--- src/rtl/sched_operand_sequencer_pkg.sv ---
// Shared definitions for the scheduled datapath job sequencer: state encoding
// and the default word width, operand count and watchdog limit.
package sched_operand_sequencer_pkg;

  typedef enum logic [2:0] {
    S_FILL  = 3'd0,
    S_DRAIN = 3'd1,
    S_ISSUE = 3'd2,
    S_RUN   = 3'd3,
    S_OUT   = 3'd4
  } state_t;

  localparam int DEF_DATA_W  = 16;
  localparam int DEF_NUM_OPS = 3;
  localparam int DEF_TIMEOUT = 64;

endpackage

--- src/rtl/sched_operand_sequencer_watchdog.sv ---
// Run watchdog: counts enabled cycles from a clear and flags expiry once the
// count reaches TIMEOUT; the count saturates there until the next clear.
module sched_watchdog
  import sched_operand_sequencer_pkg::*;
#(
  parameter int TIMEOUT = DEF_TIMEOUT,
  parameter int TO_W    = $clog2(TIMEOUT + 1)
) (
  input  logic clk,
  input  logic rst,
  input  logic clr,
  input  logic en,
  output logic expired
);

  localparam logic [TO_W-1:0] LIMIT = TO_W'(TIMEOUT);

  logic [TO_W-1:0] cnt_r;

  // Cycle counter with clear priority and saturation at the limit
  always_ff @(posedge clk or posedge rst) begin
    if (rst) begin
      cnt_r <= '0;
    end else if (clr) begin
      cnt_r <= '0;
    end else if (en && (cnt_r != LIMIT)) begin
      cnt_r <= cnt_r + TO_W'(1);
    end
  end

  assign expired = (cnt_r == LIMIT);

endmodule

--- src/rtl/sched_operand_sequencer.sv ---
// Job sequencer: gathers one operand frame, starts the controller, waits for
// the datapath result and hands it downstream, guarded by a run watchdog.
module sched_operand_sequencer
  import sched_operand_sequencer_pkg::*;
#(
  parameter int DATA_W  = DEF_DATA_W,
  parameter int NUM_OPS = DEF_NUM_OPS,
  parameter int TIMEOUT = DEF_TIMEOUT
) (
  input  logic                      clk,
  input  logic                      rst,
  input  logic                      in_valid,
  input  logic [DATA_W-1:0]         in_data,
  input  logic                      in_last,
  output logic                      in_ready,
  output logic [NUM_OPS*DATA_W-1:0] op_data,
  input  logic                      op_ready,
  output logic                      start,
  input  logic                      done,
  input  logic [DATA_W-1:0]         result,
  output logic                      out_valid,
  output logic [DATA_W-1:0]         out_data,
  input  logic                      out_ready,
  output logic                      busy,
  output logic                      err_frame,
  output logic                      err_timeout
);

  localparam int CNT_W = $clog2(NUM_OPS);
  localparam int TO_W  = $clog2(TIMEOUT + 1);
  localparam logic [CNT_W-1:0] LAST_IDX = CNT_W'(NUM_OPS - 1);

  state_t                      state_r, state_s;
  logic [CNT_W-1:0]            idx_r, idx_s;
  logic [NUM_OPS*DATA_W-1:0]   op_data_r;
  logic [DATA_W-1:0]           out_data_r;
  logic                        out_valid_r, out_valid_s;
  logic                        err_frame_r, err_frame_s;
  logic                        err_timeout_r, err_timeout_s;
  logic                        wr_en_s, capture_s, in_ready_s, start_s;
  logic                        wd_clr_s, wd_en_s, wd_expired_s;

  sched_watchdog #(
    .TIMEOUT (TIMEOUT),
    .TO_W    (TO_W)
  ) u_watchdog (
    .clk     (clk),
    .rst     (rst),
    .clr     (wd_clr_s),
    .en      (wd_en_s),
    .expired (wd_expired_s)
  );

  // Next-state, frame bookkeeping and control strobes
  always_comb begin
    state_s       = state_r;
    idx_s         = idx_r;
    out_valid_s   = out_valid_r;
    wr_en_s       = 1'b0;
    capture_s     = 1'b0;
    err_frame_s   = 1'b0;
    err_timeout_s = 1'b0;
    in_ready_s    = 1'b0;
    start_s       = 1'b0;
    wd_clr_s      = 1'b0;
    wd_en_s       = 1'b0;
    case (state_r)
      S_FILL: begin
        in_ready_s = 1'b1;
        if (in_valid) begin
          wr_en_s = 1'b1;
          if (idx_r == LAST_IDX) begin
            idx_s = '0;
            if (in_last) begin
              state_s = S_ISSUE;
            end else begin
              // Overlong frame: the tail is swallowed in S_DRAIN
              err_frame_s = 1'b1;
              state_s     = S_DRAIN;
            end
          end else if (in_last) begin
            err_frame_s = 1'b1;
            idx_s       = '0;
          end else begin
            idx_s = idx_r + CNT_W'(1);
          end
        end else begin
          idx_s = idx_r;
        end
      end
      S_DRAIN: begin
        in_ready_s = 1'b1;
        if (in_valid && in_last) begin
          state_s = S_FILL;
        end else begin
          state_s = S_DRAIN;
        end
      end
      S_ISSUE: begin
        start_s = op_ready;
        if (op_ready) begin
          wd_clr_s = 1'b1;
          state_s  = S_RUN;
        end else begin
          state_s = S_ISSUE;
        end
      end
      S_RUN: begin
        wd_en_s = 1'b1;
        if (done) begin
          capture_s   = 1'b1;
          out_valid_s = 1'b1;
          state_s     = S_OUT;
        end else if (wd_expired_s) begin
          err_timeout_s = 1'b1;
          state_s       = S_FILL;
        end else begin
          state_s = S_RUN;
        end
      end
      S_OUT: begin
        if (out_ready) begin
          out_valid_s = 1'b0;
          state_s     = S_FILL;
        end else begin
          state_s = S_OUT;
        end
      end
      default: begin
        state_s     = S_FILL;
        idx_s       = '0;
        out_valid_s = 1'b0;
      end
    endcase
  end

  // State, index, result and error-pulse registers
  always_ff @(posedge clk or posedge rst) begin
    if (rst) begin
      state_r       <= S_FILL;
      idx_r         <= '0;
      out_valid_r   <= 1'b0;
      out_data_r    <= '0;
      err_frame_r   <= 1'b0;
      err_timeout_r <= 1'b0;
    end else begin
      state_r       <= state_s;
      idx_r         <= idx_s;
      out_valid_r   <= out_valid_s;
      err_frame_r   <= err_frame_s;
      err_timeout_r <= err_timeout_s;
      if (capture_s) begin
        out_data_r <= result;
      end
    end
  end

  // Operand word registers, written only while filling
  always_ff @(posedge clk or posedge rst) begin
    if (rst) begin
      op_data_r <= '0;
    end else begin
      for (int k = 0; k < NUM_OPS; k++) begin
        if (wr_en_s && (idx_r == CNT_W'(k))) begin
          op_data_r[k*DATA_W +: DATA_W] <= in_data;
        end
      end
    end
  end

  assign in_ready    = in_ready_s;
  assign start       = start_s;
  assign busy        = (state_r != S_FILL);
  assign op_data     = op_data_r;
  assign out_valid   = out_valid_r;
  assign out_data    = out_data_r;
  assign err_frame   = err_frame_r;
  assign err_timeout = err_timeout_r;

endmodule

--- config.mk ---
export PLATFORM = sky130hd
export DESIGN_NAME = sched_operand_sequencer
export DESIGN_NICKNAME = d
export VERILOG_FILES = /design/src/rtl/sched_operand_sequencer_pkg.sv /design/src/rtl/sched_operand_sequencer_watchdog.sv /design/src/rtl/sched_operand_sequencer.sv
export SDC_FILE = /design/constraint.sdc
export NUM_CORES = 1
export LEC_CHECK = 0
export CELL_PAD_IN_SITES_DETAIL_PLACEMENT = 0
export CELL_PAD_IN_SITES_GLOBAL_PLACEMENT = 1
export CORE_ASPECT_RATIO = 0.7
export CORE_MARGIN = 1
export CORE_UTILIZATION = 34
export CTS_BUF_LIST = sky130_fd_sc_hd__clkbuf_8
export DETAILED_ROUTE_END_ITERATION = 7
export GPL_TIMING_DRIVEN = 0
export PLACE_DENSITY_LB_ADDON = 0.12
export SLEW_MARGIN = 30
export SYNTH_ARGS = -nofsm -noshare
export SYNTH_HDL_FRONTEND = slang
export SYNTH_HIERARCHICAL = 1
export SYNTH_SLANG_ARGS = --single-unit
--- constraint.sdc ---
create_clock -name clk -period 2.2 [get_ports clk]
set_input_delay 0.44 -clock clk [delete_from_list [all_inputs] [get_ports clk]]
set_output_delay 0.44 -clock clk [all_outputs]
set_load 0.02 [all_outputs]
==> impl_metrics.ini, run 1 <==
[outcome]
status = finished clean

[synth]
ys_ff_latch = 79
synth_area_leaders = dfrtp_1 (60%), mux2_2 (22%), ha_1 (1.9%), nor4b_4 (1.4%), buf_6 (1.4%)
ys_top_cells_by_count = dfrtp_1 (79), mux2_2 (65), nand2_1 (9), inv_1 (8), nor2_1 (8)
yosysSeqAreaShare = 0.602
yosysMostFrequentCell = dfrtp_1
synth_edf_count = 0
async_flop_share = 1.00
yosysTopAreaCellShare = 0.602
post_synth.cell_area_avg_um2 = 14.5
netlist_instances = 226
synth_area_um2 = 3280
ys_warn_count = 6
synth_nets = 270
synthFlopType = dfrtp_1
synth_largest_area_cell = dfrtp_1
yosys.cell_types.count = 33

[worst_setup_path]
cp-startpoint = state_r[0]
crit_type = reg -> out
r2r-end = out_data[14]
startpoint_type = register
r2r_cells = 5
crit_path_end_kind = output port
reg2reg_from = state_r[2]
crit_fanout = 10
crit_required_ns = 1.76
ff2ff_setup_slack_ns = 0.40
worstPathArrival_ns = 1.66

[grt]
grt_usage = 0.154
grt_antenna_before_repair = 0
grt_pass1_wl_um = 11700
grt_max_degree = 29
met1_usage = 0.212
grt-ovfl-total = 0
use_met2 = 0.204
grt_busiest_layer = met1
use_met3 = 0.0754
grt_pass1_vias = 2290

[drt]
ant_nets = 0
drt-total-wl_um = 7000
dr.pass1.iters = 4
via_per_inst = 4.60
route.vias.total = 2190
drt-initial-drc-count = 55
drt-wirelength-per-cell_um = 14.7
drc = 0

[pwr]
combPwrFrac = 0.505
vdd_drop_max_uv = 823
p_clk_frac = 0.132
intPower_mw = 4.45
sw_frac_of_total = 0.361
powerDensity_nw_per_um2 = 1470
switching_power_mw = 2.52
power.total_mw = 6.97
pwr-share-seq = 0.362
p_leak_nw = 2.06

[cells_and_area]
fin_nets = 391
n_antenna_cell = 0
drive_above_1_share = 0.284
syn_to_final_growth_pct = 44.4
post-route-util = 0.514

[clocking]
root_buffer = clkbuf_8
cts_tree = built
postCtsSetupBuffers = 0
clk_latency_ns = 0.35
path_clk_slew_ns = 0.08
ctsHoldBuffers = 0
htree_levels = 3
clock-sinks = 79
cts_buffers = 9
clockBufferDepth = 2

[floorplanning]
fp.dieW_um = 119
core_um2 = 9220
initial_core_util = 0.356
std_cell_rows = 29
die_area_um2 = 10100
pin_count = 109
die_h_um = 84.2

[timing]
rsz0062_at_grt = false
setup_viol = 0
fin_worst_skew_ns = 0.00967
period_needed_ns = 2.10
finalCritPeriodShare = 0.953
max_slew_margin = 0.588
slew_viol_final = 0
finalHoldViolCount = 0
max_freq_ghz = 0.477
worst_pin_slew_ns = 0.617

[job]
drv_cap = 0

[min_path]
hold_class = in -> async

[place]
gp_routability_congestion = 0.716
numPortBuffers = 108
dp_hpwl_um = 5040
area by class of cell:
type,count,area (µm²)
buffer,8,63.8
clock buffer,10,138
clock inverter,6,30.0
fill,840,4480
inverter,8,33.8
multi-input combinational,131,1220
sequential,79,1980
tap,124,155
timing repair buffer,110,1120
state kept, by name, indices dropped and copies added (netlist names):
name and flops:
op_data 48, err_frame 1, out_data 16, out_valid 1, state_r 3, u_watchdog/cnt_r 7, idx_r 2, err_timeout 1
power by group through the flow:
| stage | clock network, mW | registers (mW) | logic [mW] |
|---|---|---|---|
| 3_5_place_dp | 0 | 2.55 | 3.57 |
| 2_1_floorplan | 0 | 3.25 | 1.24 |
| 3_3_place_gp | 0 | 2.53 | 3.55 |
| 4_1_cts | 0.983 | 2.53 | 3.58 |
| 5_1_grt | 1.04 | 2.63 | 3.76 |
| 6_report | 0.922 | 2.53 | 3.52 |
timing repair:
| action | 4_1_cts | 5_1_grt |
|---|---|---|
| gates resized for setup | 3 | 4 |
| endpoints found under the setup margin | 2 | 2 |
| endpoints found under the hold margin | 0 | 0 |
| pin swaps | 0 | 0 |
cell usage in the layout (no fill, tap or decap), drive strengths merged, types with 2 or more instances in the layout:
| cell type | n |
|---|---|
| clkdlybuf4s50 | 105 |
| nand4 | 3 |
| nor2 | 8 |
| and3b | 2 |
| nand2b | 2 |
| a21oi | 5 |
| ha | 5 |
| mux2 | 66 |
| nor4b | 2 |
| clkinv | 3 |
| clkbuf | 11 |
| a31oi | 2 |
| inv | 10 |
| nand2 | 13 |
| or3 | 3 |
| xor2 | 2 |
| o21ai | 4 |
| dfrtp | 79 |
| nor3 | 2 |
| mux2i | 2 |
| buf | 10 |
critical path: stages (launching register included):
cell and delay, ns:
dfrtp_1 0.42, buf_2 0.20, or3_1 0.37, dlygate4sd2_1 0.32
metal layers:
| metal | part of all wire | vias to the layer above |
|---|---|---|
| met4 | 0.014 | 0 |
| li1 | - | 1035 |
| met1 | 0.49 | 1076 |
| met5 | 0 | - |
| met3 | 0.091 | 11 |
| met2 | 0.40 | 68 |
metrics by stage:
stage	instances	area [µm²]	worst slack [ns]	TNS [ns]	hold slack, ns
floorplan	226	3290	0.110	0	0.243
global placement	458	4520	-0.246	-0.972	0.486
detailed placement	460	4570	-0.220	-0.455	0.492
CTS	476	4740	0.0287	0	0.387
global route	476	4740	0.0290	0	0.404
finish	476	4740	0.103	0	0.400
worst max path at each step:
stage,endpoint,slack [ns],cells past startpoint
6_report,busy,0.10,3
5_1_grt,busy,0.03,3
4_1_cts,start,0.03,3
3_3_place_gp,start,-0.25,3
3_5_place_dp,start,-0.22,3
2_1_floorplan,u_watchdog/cnt_r[0],0.11,5
cells by family after synthesis:
| group | count (synthesis) | synth area share |
|---|---|---|
| AOI/OAI and AO/OA | 16 | 0.0320 |
| and+or+nand+nor | 39 | 0.0763 |
| adders and majority gates | 5 | 0.0191 |
| muxes | 68 | 0.234 |
| DFF | 79 | 0.602 |
| buffers and inverters | 16 | 0.0286 |
| xor gates and xnor gates | 3 | 0.00801 |
Power figures use the tool's default switching activity.
==> run 2: changes to the inputs <==
--- a/config.mk
+++ b/config.mk
@@ -14,7 +14,8 @@
 export DETAILED_ROUTE_END_ITERATION = 7
 export GPL_TIMING_DRIVEN = 0
 export PLACE_DENSITY_LB_ADDON = 0.12
-export SLEW_MARGIN = 30
+export RECOVER_POWER = 100
+export SLEW_MARGIN = 20
 export SYNTH_ARGS = -nofsm -noshare
 export SYNTH_HDL_FRONTEND = slang
 export SYNTH_HIERARCHICAL = 1
==> impl_metrics.ini, run 2 (same netlist as run 1, synthesis figures left out) <==
[outcome]
status = finished clean

[place]
numPortBuffers = 108
placed_area_um2 = 4560
gp_routability_congestion = 0.716
pre_cts_slack_ns = -0.233
dpl.cell_count = 460
dp_hpwl_um = 4980

[worst_setup_path]
startpoint_type = register
path_delay_family = buffers and inverters
crit_chain = buf_2 -> or3_1 -> dlygate4sd2_1
crit_fanout = 10
max_stage_delay_ns = 0.41
cp-startpoint = state_r[0]
crit_path_end_kind = output port
r2r-end = out_data[0]
cp.depth = 3
crit_type = reg -> out
endpoint = busy
worstPathArrival_ns = 1.65
cp_slowest_cell = dfrtp_1
r2r_cells = 5
cp_num_buf_inv = 2
reg2reg_from = state_r[2]
crit_required_ns = 1.76
ff2ff_setup_slack_ns = 0.19

[timing]
worst_pin_slew_ns = 0.804
finalCritPeriodShare = 0.948
tns_ns = 0
period_needed_ns = 2.09
max_freq_ghz = 0.480
finalHoldViolCount = 0
fin_hold_ws_ns = 0.501
setup_viol = 0
max_slew_margin = 0.464
rsz0062_at_grt = false
slew_viol_final = 0
setup_slack_ns = 0.115
fin_worst_skew_ns = 0.00915

[grt]
grt_max_degree = 34
met1_usage = 0.220
use_met3 = 0.0734
use_met2 = 0.205
grt_antenna_before_repair = 0
grt_pass1_wl_um = 11900
grt-ovfl-total = 0
grt_busiest_layer = met1
grt_usage = 0.156
grt_pass1_vias = 2342

[drt]
drc = 0
drt-initial-drc-count = 54
drt-wirelength-per-cell_um = 14.7
drt-total-wl_um = 6980
ant_nets = 0
dr.pass1.iters = 4
route.vias.total = 2191
via_per_inst = 4.60

[floorplanning]
die_area_um2 = 10100
initial_core_util = 0.356
core_um2 = 9220
std_cell_rows = 29
die_h_um = 84.2
pin_count = 109
fp.dieW_um = 119

[clocking]
path_clk_slew_ns = 0.08
clockBufferDepth = 2
ctsHoldBuffers = 0
htree_levels = 3
clk_latency_ns = 0.35
root_buffer = clkbuf_8
cts_buffers = 9
clock-sinks = 79
cts_tree = built

[pwr]
vdd_drop_max_uv = 779
combPwrFrac = 0.468
power.total_mw = 6.90
switching_power_mw = 2.49
sw_frac_of_total = 0.361
intPower_mw = 4.41
pwr-share-seq = 0.361
p_leak_nw = 2.11
powerDensity_nw_per_um2 = 1470
p_clk_frac = 0.171

[cells_and_area]
post-route-util = 0.511
largest_reg_flops = 48
syn_to_final_growth_pct = 43.4
final_common_cell = dfrtp_1
n_antenna_cell = 0
stdcell_count = 476
drive_above_1_share = 0.270
fin_area_um2 = 4710
layout_common_cells = dfrtp_1 (79), dlygate4sd3_1 (68), mux2_2 (65)
fin_nets = 391

[min_path]
hold_class = in -> async

[job]
drv_cap = 0
-- run 2: cell count changes in the layout (fill, tap and decap cells not counted), moves of 2 or more --
cell,change
clkdlybuf4s50_1,-68
dlygate4sd3_1,+68
clkbuf_1,+4
nand2_1,+4
nand2_2,-4
buf_6,-3
bufinv_16,+2
clkbuf_4,+2
inv_1,-2
-- run 2: worst min-delay path by stage --
stage | to | slack [ns] | cells after the start
CTS | out_data[10] | 0.39 | 2
detailed placement | op_data[21] | 0.49 | 1
floorplan | u_watchdog/cnt_r[0] | 0.24 | 1
global placement | op_data[9] | 0.49 | 1
global route | u_watchdog/cnt_r[0] | 0.49 | 2
finish | u_watchdog/cnt_r[1] | 0.50 | 2
-- run 2: metal layers --
layer  up-vias  share of wire
li1       1038              -
met1      1077           0.49
met2        66           0.40
met3        10          0.089
met4         0          0.017
met5         -              0
-- run 2: power groups by stage --
| stage | logic (mW) | registers (mW) | clock network [mW] |
|---|---|---|---|
| final | 3.23 | 2.49 | 1.18 |
| after global routing | 3.48 | 2.60 | 1.29 |
| after CTS | 3.58 | 2.53 | 1.23 |
| after detailed placement | 3.57 | 2.55 | 0 |
| after global placement | 3.55 | 2.53 | 0 |
| after floorplan | 1.24 | 3.25 | 0 |
-- run 2: final cells by class --
type | instances | area (µm²)
Tap cell | 124 | 155
Sequential cell | 79 | 1980
Buffer | 8 | 48.8
Fill cell | 858 | 4510
Clock buffer | 10 | 138
Timing Repair Buffer | 110 | 1080
Clock inverter | 6 | 85.1
Multi-Input combinational cell | 131 | 1190
Inverter | 8 | 31.3
-- run 2: timing repair --
item                       CTS  global route
gates resized for setup      3             4
setup endpoints to repair    2             2
buffers inserted             0             0
==> run 3: changes to the inputs <==
--- a/config.mk
+++ b/config.mk
@@ -13,6 +13,7 @@
 export CTS_BUF_LIST = sky130_fd_sc_hd__clkbuf_8
 export DETAILED_ROUTE_END_ITERATION = 7
 export GPL_TIMING_DRIVEN = 0
+export HOLD_SLACK_MARGIN = 0.08
 export PLACE_DENSITY_LB_ADDON = 0.12
 export RECOVER_POWER = 100
 export SLEW_MARGIN = 20
==> results of run 3 <==
No change in the layout: final DEF, timing and power equal those of run 2.
==> variant, RTL diff (flow settings as in run 2) <==
Change the package constant `DEF_TIMEOUT` from 64 to 128.
--- a/src/rtl/sched_operand_sequencer_pkg.sv
+++ b/src/rtl/sched_operand_sequencer_pkg.sv
@@ -13,5 +13,5 @@
   localparam int DEF_DATA_W  = 16;
   localparam int DEF_NUM_OPS = 3;
-  localparam int DEF_TIMEOUT = 64;
+  localparam int DEF_TIMEOUT = 128;
 
 endpackage
Behaviour: same outputs for any inputs over 10 cycles, from zero or initial values and one cycle with rst high; that may be too few to reach the edited logic, so the function may still have changed.
==> variant against run 2 <==
Worst setup slack worse by 0.0025 ns; design area increased by 1.1%; non-clock buffer count did not move; total power grew 0.91%; area after synthesis up 1.3%; critical endpoint is now op_data[47]; fmax down 0.12%; routed wire length is 6.8% higher; sequential cell count grew 1.
==> variant: results <==
metrics = {
    "route": {
        "first_pass_iters": 4,
        "wl_per_cell_um": 15.49,
        "wl_met2_um": 3148,
        "num_vias": 2251,
        "drt-met1-wl_um": 3485,
        "wl_um": 7453,
        "met3_length_um": 706,
        "first_iter_violations": 70,
    },
    "worst_hold_path": {
        "hp-class": "reg2reg",
        "holdPathStages": 1,
        "hold_start": "op_data[39]",
    },
    "clock_network": {
        "cts_buffers": 9,
    },
    "logic_synthesis": {
        "synth_compound_area_share_pct": 3.276,
        "synth_cell_types": 35,
        "ys_top_cells_by_area": "dfrtp_1, mux2_2, ha_1",
        "synthAdderAreaFrac_pct": 1.883,
        "seq_area_frac_synth_pct": 60.24,
        "synth.area.mux_share_pct": 23.08,
        "syn_nets": 275,
        "synth_common_cells": "dfrtp_1, mux2_2, nor2_1, nand2_1, inv_1",
        "synth_xor_area_share_pct": 0.7907,
        "avgSynthCellArea_sq_um": 14.39,
    },
    "global_routing": {
        "gr-usage-met3_pct": 8.628,
        "grt_use_total_pct": 16.36,
        "grt_max_degree": 33,
        "use_met2_pct": 22.26,
        "grt_pass1_vias": 2440,
        "met1_usage_pct": 21.81,
        "grt_pass1_wl_um": 12540,
    },
    "critical_path": {
        "regToRegEndpoint": "out_data[4]",
        "r2r_slack_ns": 0.15,
        "critPathCapture": "op_data[47]",
        "crit_slowest_cell": "clkdlybuf4s50_1",
        "cp_data_arrival_time_ns": 2.33,
        "slowest_delay_ns": 0.54,
        "startpoint": "in_valid",
    },
    "pwr": {
        "p_comb_share_pct": 46.9,
        "leakage_uw": 0.002138,
        "clk-power_uw": 1200,
        "p_sw_share_pct": 36.35,
        "finalPower_uw": 6965,
        "ir_worst_vdd_mv": 0.8020,
    },
    "place": {
        "pre_cts_ws_ns": -0.3281,
        "placed_cell_area_sq_um": 4603,
        "place_inst": 465,
        "dpl.hpwl_um": 5456,
        "place.gp.congestion": 0.7183,
    },
    "cells_and_area": {
        "fin_nets": 396,
        "fillerInstances": 888,
        "drive_above_1_share_pct": 27.73,
    },
    "outcome": {
        "status": "completed",
    },
    "sta": {
        "finalClockSkew_ns": 0.01042,
        "fmax_ghz": 0.4790,
        "worst_slew_pin_slew_ns": 0.7880,
        "whs_ns": 0.5008,
    },
}
==> variant: cell types whose count changed in the layout (fill, tap and decap cells not counted), moves of 2 or more <==
| cell | run 2 | this run |
|---|---|---|
| nand2_2 | 0 | 3 |
| nor2_1 | 8 | 10 |
| nand2_1 | 13 | 9 |
| clkbuf_1 | 4 | 2 |
| buf_4 | 0 | 2 |
==> variant: final cells by class <==
| class | instances | area [sq um] | share of cell area (%) |
|---|---|---|---|
| multi-input combinational | 136 | 1222 | 25.68 |
| timing repair buffer | 110 | 1086 | 22.82 |
| buffer | 8 | 46.29 | 0.9727 |
| inverter | 7 | 27.53 | 0.5783 |
| tap | 124 | 155.1 | 3.260 |
| clock inverter | 6 | 82.58 | 1.735 |
| clock buffer | 10 | 137.6 | 2.892 |
| sequential | 80 | 2002 | 42.06 |
==> variant: timing repair <==
action                                  in CTS  in global routing
buffers inserted                             0                  0
hold buffers                                 0                  0
pin swaps                                    0                  0
endpoints found under the setup margin       2                  3
resized for setup                            6                  3
endpoints found under the hold margin        0                  0
